[src/rtl/mpe_pkg.sv]
// Shared defaults and FSM state encoding for the MPE psum collector.
package mpe_pkg;

  localparam int unsigned DATA_WIDTH_DEF = 32;
  localparam int unsigned NUMBER_PE_DEF  = 9;
  localparam int unsigned FIFO_DEPTH_DEF = 16;
  localparam int unsigned CNT_W_DEF      = 8;

  localparam logic [1:0] S_IDLE    = 2'd0;
  localparam logic [1:0] S_WAIT    = 2'd1;
  localparam logic [1:0] S_CAPTURE = 2'd2;
  localparam logic [1:0] S_DONE    = 2'd3;

endpackage

[src/rtl/psum_fifo.sv]
// Synchronous first-word-fall-through FIFO with a registered head word.
// The head register keeps the last word seen once the FIFO drains.
module psum_fifo #(
  parameter int unsigned DATA_WIDTH = 32,
  parameter int unsigned DEPTH      = 16,
  localparam int unsigned PTR_W     = $clog2(DEPTH),
  localparam int unsigned CNT_W     = PTR_W + 1
) (
  input  logic                  clk,
  input  logic                  rst_n,
  input  logic                  push,
  input  logic                  pop,
  input  logic [DATA_WIDTH-1:0] din,
  output logic [DATA_WIDTH-1:0] head,
  output logic                  valid,
  output logic [CNT_W-1:0]      count,
  output logic                  full_c,
  output logic                  empty_c
);

  logic [DATA_WIDTH-1:0] mem [DEPTH];
  logic [PTR_W-1:0]      rd_ptr;
  logic [PTR_W-1:0]      wr_ptr;
  logic [PTR_W-1:0]      rd_nxt;
  logic [PTR_W-1:0]      wr_nxt;
  logic [CNT_W-1:0]      cnt_nxt;
  logic [DATA_WIDTH-1:0] head_nxt;
  logic                  pop_ok;
  logic                  push_ok;

  // Next pointers, occupancy and head word; a full FIFO still accepts when popping.
  always_comb begin
    empty_c  = (count == '0);
    full_c   = (count == CNT_W'(DEPTH));
    pop_ok   = pop && !empty_c;
    push_ok  = push && (!full_c || pop_ok);
    rd_nxt   = pop_ok  ? rd_ptr + PTR_W'(1) : rd_ptr;
    wr_nxt   = push_ok ? wr_ptr + PTR_W'(1) : wr_ptr;
    cnt_nxt  = count;
    if (push_ok && !pop_ok) begin
      cnt_nxt = count + CNT_W'(1);
    end else if (!push_ok && pop_ok) begin
      cnt_nxt = count - CNT_W'(1);
    end
    // Only a push into a slot that becomes the new head bypasses the array.
    head_nxt = (push_ok && (wr_ptr == rd_nxt)) ? din : mem[rd_nxt];
  end

  // Pointer, count and head registers.
  always_ff @(posedge clk or negedge rst_n) begin
    if (!rst_n) begin
      rd_ptr <= '0;
      wr_ptr <= '0;
      count  <= '0;
      valid  <= 1'b0;
      head   <= '0;
    end else begin
      rd_ptr <= rd_nxt;
      wr_ptr <= wr_nxt;
      count  <= cnt_nxt;
      valid  <= (cnt_nxt != '0);
      if (cnt_nxt != '0) begin
        head <= head_nxt;
      end
    end
  end

  // Storage array, written only on an accepted push.
  always_ff @(posedge clk) begin
    if (push_ok) begin
      mem[wr_ptr] <= din;
    end
  end

endmodule

[src/rtl/mpe_psum_collector.sv]
// Bottom-of-column psum drain: waits out the column fill latency after a
// start strobe, captures N consecutive psums into a FIFO and streams them out.
module mpe_psum_collector
  import mpe_pkg::*;
#(
  parameter int unsigned DATA_WIDTH    = DATA_WIDTH_DEF,
  parameter int unsigned NUMBER_PE     = NUMBER_PE_DEF,
  parameter int unsigned START_LATENCY = NUMBER_PE + 1,
  parameter int unsigned FIFO_DEPTH    = FIFO_DEPTH_DEF,
  parameter int unsigned CNT_W         = CNT_W_DEF,
  localparam int unsigned FCNT_W       = $clog2(FIFO_DEPTH) + 1
) (
  input  logic                  i_clk,
  input  logic                  i_rest_n,
  input  logic                  i_start,
  input  logic [CNT_W-1:0]      i_num_out,
  input  logic [DATA_WIDTH-1:0] i_psum,
  output logic [DATA_WIDTH-1:0] o_psum_data,
  output logic                  o_psum_valid,
  input  logic                  i_psum_ready,
  output logic                  o_busy,
  output logic                  o_done,
  output logic                  o_overflow,
  output logic [FCNT_W-1:0]     o_fifo_count
);

  // WAIT lasts START_LATENCY-1 cycles so the first capture lands on edge T0+START_LATENCY.
  localparam int unsigned WAIT_W    = (START_LATENCY > 2) ? $clog2(START_LATENCY) : 1;
  localparam int unsigned WAIT_LAST = (START_LATENCY >= 2) ? START_LATENCY - 2 : 0;

  logic [1:0]        state;
  logic [1:0]        state_nxt;
  logic [WAIT_W-1:0] wait_cnt;
  logic [WAIT_W-1:0] wait_nxt;
  logic [CNT_W-1:0]  cap_cnt;
  logic [CNT_W-1:0]  cap_nxt;
  logic [CNT_W-1:0]  num_q;
  logic [CNT_W-1:0]  num_nxt;
  logic              capture_c;
  logic              pop_c;
  logic              drop_c;
  logic              fifo_full_c;
  logic              fifo_empty_c;
  logic              busy_q;
  logic              done_q;
  logic              overflow_q;

  // Next-state, counter and capture-strobe logic.
  always_comb begin
    state_nxt = state;
    wait_nxt  = wait_cnt;
    cap_nxt   = cap_cnt;
    num_nxt   = num_q;
    capture_c = 1'b0;
    case (state)
      S_IDLE: begin
        if (i_start) begin
          num_nxt  = i_num_out;
          cap_nxt  = '0;
          wait_nxt = '0;
          if (i_num_out == '0) begin
            state_nxt = S_DONE;
          end else if (START_LATENCY == 1) begin
            state_nxt = S_CAPTURE;
          end else begin
            state_nxt = S_WAIT;
          end
        end
      end
      S_WAIT: begin
        if (wait_cnt == WAIT_W'(WAIT_LAST)) begin
          state_nxt = S_CAPTURE;
        end else begin
          wait_nxt = wait_cnt + WAIT_W'(1);
        end
      end
      S_CAPTURE: begin
        capture_c = 1'b1;
        if (cap_cnt + CNT_W'(1) == num_q) begin
          state_nxt = S_DONE;
        end else begin
          cap_nxt = cap_cnt + CNT_W'(1);
        end
      end
      S_DONE: begin
        state_nxt = S_IDLE;
      end
      default: begin
        state_nxt = S_IDLE;
      end
    endcase
    pop_c  = !fifo_empty_c && i_psum_ready;
    drop_c = capture_c && fifo_full_c && !pop_c;
  end

  // State, counters and registered status outputs.
  always_ff @(posedge i_clk or negedge i_rest_n) begin
    if (!i_rest_n) begin
      state      <= S_IDLE;
      wait_cnt   <= '0;
      cap_cnt    <= '0;
      num_q      <= '0;
      busy_q     <= 1'b0;
      done_q     <= 1'b0;
      overflow_q <= 1'b0;
    end else begin
      state      <= state_nxt;
      wait_cnt   <= wait_nxt;
      cap_cnt    <= cap_nxt;
      num_q      <= num_nxt;
      busy_q     <= (state_nxt == S_WAIT) || (state_nxt == S_CAPTURE);
      done_q     <= (state_nxt == S_DONE);
      overflow_q <= overflow_q | drop_c;
    end
  end

  // Result FIFO between the column and the output stream.
  psum_fifo #(
    .DATA_WIDTH (DATA_WIDTH),
    .DEPTH      (FIFO_DEPTH)
  ) u_fifo (
    .clk     (i_clk),
    .rst_n   (i_rest_n),
    .push    (capture_c),
    .pop     (pop_c),
    .din     (i_psum),
    .head    (o_psum_data),
    .valid   (o_psum_valid),
    .count   (o_fifo_count),
    .full_c  (fifo_full_c),
    .empty_c (fifo_empty_c)
  );

  assign o_busy     = busy_q;
  assign o_done     = done_q;
  assign o_overflow = overflow_q;

endmodule

[config.mk]
export PLATFORM = sky130hd
export DESIGN_NAME = mpe_psum_collector
export DESIGN_NICKNAME = d
export VERILOG_FILES = /design/src/rtl/mpe_pkg.sv /design/src/rtl/psum_fifo.sv /design/src/rtl/mpe_psum_collector.sv
export SDC_FILE = /design/constraint.sdc
export NUM_CORES = 1
export LEC_CHECK = 0
export ABC_AREA = 1
export CORE_UTILIZATION = 61
export DETAILED_ROUTE_END_ITERATION = 16
export GPL_ROUTABILITY_DRIVEN = 1
export PLACE_DENSITY = 0.79
export SLEW_MARGIN = 20
export SYNTH_ARGS = -nofsm -noshare
export SYNTH_HDL_FRONTEND = slang
export SYNTH_SLANG_ARGS = --single-unit
[constraint.sdc]
create_clock -name i_clk -period 5.7 [get_ports i_clk]
set_input_delay 0.57 -clock i_clk [delete_from_list [all_inputs] [get_ports i_clk]]
set_output_delay 0.57 -clock i_clk [all_outputs]
set_load 0.02 [all_outputs]
==> results of run 1 <==
report_power, final:
group	internal [mW]	leakage (nW)	switching, mW
clock network	2.38	1.00	1.58
logic	1.71	5.86	3.69
registers	4.91	5.46	0.213
total	9.00	12.3	5.48
how the worst min path moves through the flow:
stage | from | to | slack [ns] | cells past startpoint
after CTS | i_rest_n | u_fifo.head[14] | 0.40 | 2
after global routing | i_rest_n | u_fifo.head[16] | 0.43 | 2
after detailed placement | o_overflow | o_overflow | 0.46 | 1
after floorplan | i_rest_n | cap_cnt[0] | 0.27 | 0
after global placement | o_overflow | o_overflow | 0.46 | 1
final | i_rest_n | u_fifo.head[7] | 0.41 | 2
layer usage:
metal / vias up / routed length (um) / track usage, %
li1: 8529 / - / -
met1: 8767 / 24900 / 41.2
met2: 1037 / 30200 / 46.5
met3: 154 / 6720 / 4.83
met4: 0 / 1930 / 11.9
met5: - / 0 / 0
state kept, by name, summed over array words and instances (netlist names):
name	flops
o_done	1
u_fifo.mem	512
u_fifo.wr_ptr	4
cap_cnt	8
num_q	8
u_fifo.valid	1
state	2
u_fifo.head	32
o_overflow	1
o_busy	1
wait_cnt	4
u_fifo.rd_ptr	4
u_fifo.count	5
cells by family after synthesis:
logic type                 count (synthesis)  synth area share, %
AOI/OAI and AO/OA                         24                0.494
adders and majority gates                 12                0.570
buffers and inverters                    586                 9.02
xor gates and xnor gates                  20                0.694
and+or+nand+nor                         1324                 24.1
DFF                                      583                 65.1
critical path: stages, from the launching register on:
cell and delay (ns):
dfrtp_1 0.42, inv_1 0.15, ha_1 0.27, nand3_4 0.15, nand3_4 0.54, nand2_8 0.27
buf_12 0.32, buf_16 0.49, nand2_1 0.16, nand3_1 0.12, nand3_1 0.10, nand3_1 0.13
nand3_1 0.10, nand2_1 0.09, nand2_1 0.05
cell type report:
| type | count | share of cell area [%] |
|---|---|---|
| Clock buffer | 90 | 6.06 |
| Tap cell | 539 | 2.28 |
| Sequential cell | 583 | 57.9 |
| Inverter | 435 | 5.54 |
| Timing Repair Buffer | 116 | 3.83 |
| Multi-Input combinational cell | 1380 | 23.6 |
| Clock inverter | 20 | 0.761 |
through the flow:
stage	total power [mW]	area (um^2)
after floorplan	8.95	26300
after global placement	10.3	27500
after detailed placement	10.5	27500
after CTS	14.4	29600
after global routing	15.2	29600
final	14.5	29600
cells in the final DEF (no fill, tap or decap), types with 15 or more instances in the layout:
cell,instances
buf_4,27
clkbuf_16,61
clkbuf_8,16
clkdlybuf4s50_1,83
dfrtp_1,71
edfxtp_1,512
inv_1,426
nand2_1,428
nand3_1,641
nand3b_1,129
nor2_1,85
nor2_4,18
xor2_1,15
==> results.md, run 1 <==
* Worst path arrival time at ~4.2 ns
* # Post-CTS Setup Buffers at 0
* # hold bufs at CTS at 1
* Final instance count without filler cells at 3163
* CTS sink cnt at ~580
* CTS tree: built
* Distinct cells, synth at 33
* Hpwl dp at about 33000 um
* Most common library cells after synthesis: nand3_1 (641), edfxtp_1 (512), nand2_1 (431), inv_1 (427), nand3b_1 (129)
* Mapped Cells at between 2000 and 3000
* Syn Area/Cell at 10.3 um^2
* Synth top area share at between 50% and 60%
* MaxCap Viol Count at 0
* Avg WL per Cell at 20.1 um
* Register area at around 0.017 mm^2
* Largest cells by area after synthesis: edfxtp_1 (58%), nand3_1 (12%), dfrtp_1 (6.7%)
* Synth async-reset ratio at around 12%
* PnR worst setup slack at ~2 ns
* Global-route wire length before repair at just under 100000 um
* FF-to-FF Start: u_fifo.count[0]
* Critical path class: flop to flop
* Layout Nets at between 2000 and 3000
* Total CTS buffers at slightly below 60
* CP Capture Type: flop
* Area leader, netlist: edfxtp_1
* Final period util at about two thirds
* PD cells at approximately 490 mW/mm^2
* Syn nets at between 2000 and 3000
* Reg clk slew, reported paths at 0.06 ns
* Worst R2R Path Depth at 14
* Top Ports at 85
* Synth Register Bits at 583
* Worst Setup EP: u_fifo.head[5]
* Status: finished clean
* GRT Util Overall at between 20 and 30%
* Unrepaired setup endpoints after global routing: false
* Place WS at approximately 1.7 ns
* Initial antenna violation count at 0
* Root Driver: clkbuf_16
* H-tree lvl count at 2
* CP max FO at roughly 180
* EDFF count, synth at 512
* R2R setup slack at approximately 2.0 ns
* Setup TNS at 0 ns
* Post-CTS sizing at 0
* Critical path startpoint: u_fifo.count[0]
* Placed cells at approximately 3100
* Worst setup SP type: flop
* Area of the multi-input gates at 0.00699 mm^2
* Worst-Skew Late Latency at between 0.6 and 0.7 ns
* Starting density of the core at between 60% and 70%
* Fin Clk Skew at approximately 0.012 ns
* Pre-Repair DR Iteration Count at 6
* Share of cells above drive strength 1 at under 10%
* Slew Limit Headroom at roughly a fifth
* WL final at between 60000 and 70000 um
* Worst-Margin Slew at approximately 1.2 ns
* Seq/Total Area, Yosys at between 60% and 70%
* Ant. Diodes at 0
* Worst hold slack at roughly 0.41 ns
* Largest net degree at the start of global routing at 258
* Drt initial violations at between 2000 and 2500
* R2R Path End: u_fifo.head[5]
* Peak VDD IR at around 0.0004 V
* Die ar. at 0.0440 mm^2
* Yosys warning count at 0
* Vias per cell at 5.84
* Post-layout util at 70.1%
* Synthesized area at roughly 0.026 mm^2
* Ys flop type: edfxtp_1
* Drc violations at 0
* Congestion Overflow GR at 0
* Cell Rows at 75
* Vias in the first global route at roughly 18000
* Final min period at roughly 3.7 ns
* Max Buffers Root-to-Sink at 3
* Die height at between 200 and 250 um
* Count leader, synth: nand3_1
* FMAX at around 270 MHz
* Final Slew Violations at 0
* Fin. Hold Viols at 0
* Routed Antenna Nets at 0
* Die Wd at approximately 210 um
* HP Class: input port to async pin
* Number of buffers added on ports at 84
* RD Place Congestion at ~0.82
* Leakage Power at about 12 nW
* Area delta synth->final at 12.4%
* Setup violators final at 0
* CP required at around 6.2 ns
* Core Region at ~0.042 mm^2
* Fillers at between 2000 and 3000
* Via count at 18500
Note: power is estimated with default switching activity, not from simulation.
==> run 2: changes to the inputs <==
--- a/config.mk
+++ b/config.mk
@@ -6,10 +6,10 @@
 export NUM_CORES = 1
 export LEC_CHECK = 0
 export ABC_AREA = 1
-export CORE_UTILIZATION = 61
+export CORE_UTILIZATION = 56
 export DETAILED_ROUTE_END_ITERATION = 16
 export GPL_ROUTABILITY_DRIVEN = 1
-export PLACE_DENSITY = 0.79
+export PLACE_DENSITY = 0.77
 export SLEW_MARGIN = 20
 export SYNTH_ARGS = -nofsm -noshare
 export SYNTH_HDL_FRONTEND = slang
==> constraint.sdc (replaced) <==
create_clock -name i_clk -period 3.1 [get_ports i_clk]
set_input_delay 0.31 -clock i_clk [delete_from_list [all_inputs] [get_ports i_clk]]
set_output_delay 0.31 -clock i_clk [all_outputs]
set_load 0.02 [all_outputs]
==> results.md, run 2 (synthesis results as in run 1) <==
* CP required at roughly 3.6 ns
* Initial antenna violation count at 0
* Drc violations at 0
* Root Driver: clkbuf_16
* MaxCap Viol Count at 0
* H-tree lvl count at 2
* Final instance count without filler cells at approximately 3300
* CTS sink cnt at roughly 580
* Largest net degree at the start of global routing at roughly 150
* Power share of the sequential group at a little over a third
* Routed Antenna Nets at 0
* Setup violators final at 0
* Clk pwr share at between 20% and 30%
* Ant. Diodes at 0
* FF-to-FF Start: u_fifo.count[0]
* Core Region at 0.0465 mm^2
* Pre-Repair DR Iteration Count at 7
* Post-CTS sizing at 0
* Unrepaired setup endpoints after global routing: false
* Largest regs: u_fifo.mem: 512 flops, u_fifo.head: 32 flops
* Layout Nets at around 2700
* Via count at roughly 19000
* Final period util at about nine tenths
* Area delta synth->final at 13.9%
* Die Wd at between 200 and 250 um
* CTS tree: built
* Combinational Power Share at between 30 and 40%
* WHS Endpoint: num_q[0]
* R2R setup slack at ~0.33 ns
* Reg clk slew, reported paths at approximately 0.060 ns
* Critical path class: flop to flop
* Vias per cell at a little under 6
* Fin. Hold Viols at 0
* Global-route wire length before repair at 102000 um
* Sw Pwr at 10.4 mW
* RD Place Congestion at around 0.85
* Sw frac at between 30% and 40%
* Placed cells at approximately 3100
* PnR worst setup slack at about 0.33 ns
* GRT Util Overall at between 20% and 30%
* Worst-Margin Slew at slightly below 0.9 ns
* Peak VDD IR at around 0.00063 V
* Max Buffers Root-to-Sink at 3
* WL final at 65900 um
* Register name with the most flops: u_fifo.mem
* # Post-CTS Setup Buffers at 0
* CP max FO at 40
* R2R Path End: u_fifo.head[6]
* Avg WL per Cell at 20.2 um
* Worst path arrival time at about 3.3 ns
* Die height at roughly 220 um
* PD cells at 892 mW/mm^2
* Status: finished clean
* CP Capture Type: flop
* FMAX at 361 MHz
* Max reg flops at around 500
* Fin Clk Skew at 0.0207 ns
* Hold Path Depth at 3
* HP Class: input port to flop
* Worst setup SP type: flop
* Vias in the first global route at 18600
* Slew Limit Headroom at about two fifths
* Number of buffers added on ports at 84
* Hpwl dp at between 30000 and 40000 um
* Final min period at 2.77 ns
* Leading cell types in the layout, fill and taps excluded: nand3_1 (641), edfxtp_1 (512), nand2_1 (428), inv_1 (426), nand3b_1 (129)
* Internal power at ~16 mW
* Share of cells above drive strength 1 at under 10%
* Commonest non-fill, non-tap cell in the layout: nand3_1
* Die ar. at 0.0479 mm^2
* Post-layout util at between 60 and 70%
* Congestion Overflow GR at 0
* Top Ports at between 80 and 90
* Worst-Skew Late Latency at about 0.63 ns
* Final Slew Violations at 0
* Drt initial violations at 2533
* Cell Rows at between 70 and 80
* Place WS at between 0.3 and 0.4 ns
* Starting density of the core at 56.7%
* Hold_sp: i_num_out[0]
* Worst R2R Path Depth at 14
* Total CTS buffers at 58
* Leakage Power at 12.5 nW
## run 2: changes by cell type in the layout (fill, tap and decap cells not counted), moves of 2 or more
cell / before / now
buf_12: 2 / 24
buf_6: 2 / 0
clkinv_2: 13 / 16
clkinv_8: 0 / 2
clkbuf_8: 16 / 8
bufinv_16: 5 / 3
clkbuf_16: 61 / 59
buf_4: 27 / 36
clkinv_1: 2 / 6
## run 2: worst max path at each step
| stage | from | to | slack [ns] |
|---|---|---|---|
| detailed placement | i_psum_ready | u_fifo.head[18] | 0.35 |
| finish | u_fifo.count[0] | u_fifo.head[6] | 0.33 |
| global route | u_fifo.count[0] | u_fifo.head[5] | 0.12 |
| floorplan | u_fifo.count[0] | u_fifo.mem[11][0] | -0.20 |
| CTS | u_fifo.count[0] | u_fifo.head[6] | 0.33 |
| global placement | i_psum_ready | u_fifo.head[18] | 0.41 |
## run 2: power groups by stage
stage	Clock, mW	Combinational (mW)	Sequential, mW
floorplan	0	6.71	9.75
global placement	0	9.99	9.55
detailed placement	0	10.3	9.56
CTS	6.93	10.4	9.41
global route	7.24	11.4	9.46
finish	6.87	10.5	9.41
## run 2: final cells by class
class                      instances  area, um^2
sequential                       583       17200
multi-input combinational       1380        6990
inverter                         435        1640
tap                              607         759
fill                            3457       16500
clock buffer                      79        1630
clock inverter                    29         240
timing repair buffer             144        1590
## run 2: routing by layer
layer | vias to the layer above | GRT usage, % | wire length, um
met5 | - | 0 | 0
met2 | 1109 | 46.2 | 31900
met4 | 0 | 10.1 | 1880
met1 | 9107 | 37.5 | 25800
met3 | 156 | 4.44 | 6340
li1 | 8586 | - | -
## run 2: per-stage QoR
step / total power [mW] / TNS, ns / hold slack [ns] / cell area, um^2
after global routing: 28.1 / 0 / 0.293 / 30000
after global placement: 19.5 / 0 / 0.464 / 28100
after floorplan: 16.5 / -64.33 / 0.0144 / 26400
after detailed placement: 19.8 / 0 / 0.468 / 28100
after CTS: 26.7 / 0 / 0.265 / 30000
final: 26.7 / 0 / 0.289 / 30000
## run 2: worst max-delay path, cell delays in order (launching register included)
cell and delay, ns:
dfrtp_1 0.43, inv_1 0.19, ha_1 0.26, nand3_4 0.14, nand2_4 0.16, nand2_8 0.10
nand2_8 0.23, buf_4 0.45, nand2_1 0.12, nand3_1 0.11, nand3_1 0.09, nand3_1 0.09
nand3_1 0.09, nand2_1 0.11, nand2_1 0.06
## run 2: timing repair
item / 4_1_cts / 5_1_grt
hold buffers: 1 / 0
setup endpoints to repair: 0 / 0
hold endpoints to repair: 50 / 0
==> variant, RTL diff (settings of run 1) <==
The package constant `NUMBER_PE_DEF` goes from 9 to 18.
--- a/src/rtl/mpe_pkg.sv
+++ b/src/rtl/mpe_pkg.sv
@@ -2,7 +2,7 @@
 package mpe_pkg;
 
   localparam int unsigned DATA_WIDTH_DEF = 32;
-  localparam int unsigned NUMBER_PE_DEF  = 9;
+  localparam int unsigned NUMBER_PE_DEF  = 18;
   localparam int unsigned FIFO_DEPTH_DEF = 16;
   localparam int unsigned CNT_W_DEF      = 8;
 
Check against the original RTL: no difference found for any inputs over 10 cycles, from zero or initial values; that may be too few to reach the edited logic, so the function may still have changed.
==> variant against run 1 <==
Routed wire length grew 7.3%. Cell area grew 1.4%. Setup slack lost 0.12 ns. Utilization shrank 0.57 points. Power grew 2.5%. Sequential cell count grew 1. Clock skew grew 0.0063 ns. Synthesized area grew 1.5%. Largest cell class unchanged. Highest routed layer is now met5.
==> variant: results (changes against run 1) <==
| Metric | Value |
|---|---|
| Sequential area share after synthesis | `64.2% (-0.89 points)` |
| Mapped Nets | `2672 (+2.6%)` |
| Placed cell count | `3170 (+3.9%)` |
| Pleak | `12.7 nW (+2.9%)` |
| Non-clock inverters | `489 (+12%)` |
| Fraction of area in multi-input gates | `23.6% (+0.045 points)` |
| Total GRT Usage | `30.9% (+1.4 points)` |
| Met2 routed WL | `31900 µm (+5.8%)` |
| Async set or reset register ratio after synthesis | `12.3% (+0.15 points)` |
| Status | `finished clean` |
| Crit-path max FO | `229 (+28%)` |
| Metal1 wirelength | `25600 µm (+2.7%)` |
| Slew HR | `26.5% (+6.9 points)` |
| Synth top cells by count | `nand3_1, edfxtp_1, inv_1, nand2_1, nand3b_1` |
| Pin count of the biggest net entering global routing | `230 (-11%)` |
| Clkbuf count | `79 (-12%)` |
| Drt wl/cell | `20.8 µm (+3.4%)` |
| Clk_skew | `0.0188 ns (+0.00634 ns)` |
| Global-route wire length before repair | `105000 µm (+5.8%)` |
| Final Core Density | `69.5% (-0.57 points)` |
| Critical-path top delay cell | `buf_12` |
| Met3 usage | `6.26% (+1.4 points)` |
| Nonclk buf count | `127 (+9.5%)` |
| Syn Inst Count | `2616 (+2.6%)` |
| CTS Buf Count | `57 (-1.7%)` |
| Antenna violations before repair | `3 (+3)` |
| Register cell area after layout | `17200 µm² (+0.15%)` |
| Maximum VDD drop | `0.564 mV (+41%)` |
| Clock sink count | `584 (+0.17%)` |
| Synth Area in Compound Gates | `0.393% (-0.10 points)` |
| Antenna diodes | `3 (+3)` |
| Synth Area in Adders | `0.561% (-0.0086 points)` |
| Layout cells sized above 1 | `6.64% (+0.24 points)` |
| Vias | `19376 (+4.8%)` |
==> variant: cell count changes in the layout (fill, tap and decap cells not counted), sizes merged, moves of 6 or more <==
cell and delta:
buf +11, clkbuf -11, clkinv +6, inv +55
nand2 +51, nand3 -11, nand4 +34, nor2 -63
o21ai -8
==> variant: final timing paths <==
path                            cells past startpoint  slack, ns               to             from
worst max register to register                     13       1.85  u_fifo.head[29]  u_fifo.count[0]
worst min-delay path                                2       0.40  u_fifo.head[17]         i_rest_n
worst min register to register                      2       0.48   u_fifo.head[7]   u_fifo.head[7]
worst max-delay path                               13       1.85  u_fifo.head[29]  u_fifo.count[0]
max in group asynchronous                           3       4.09  u_fifo.head[23]         i_rest_n
min in group i_clk                                  2       0.48   u_fifo.head[7]   u_fifo.head[7]
==> variant: where the power goes <==
group          internal, mW  switching [mW]  leakage (nW)
combinational          1.83            4.11          6.28
sequential             4.90           0.201          5.47
clock                  2.18            1.61         0.932
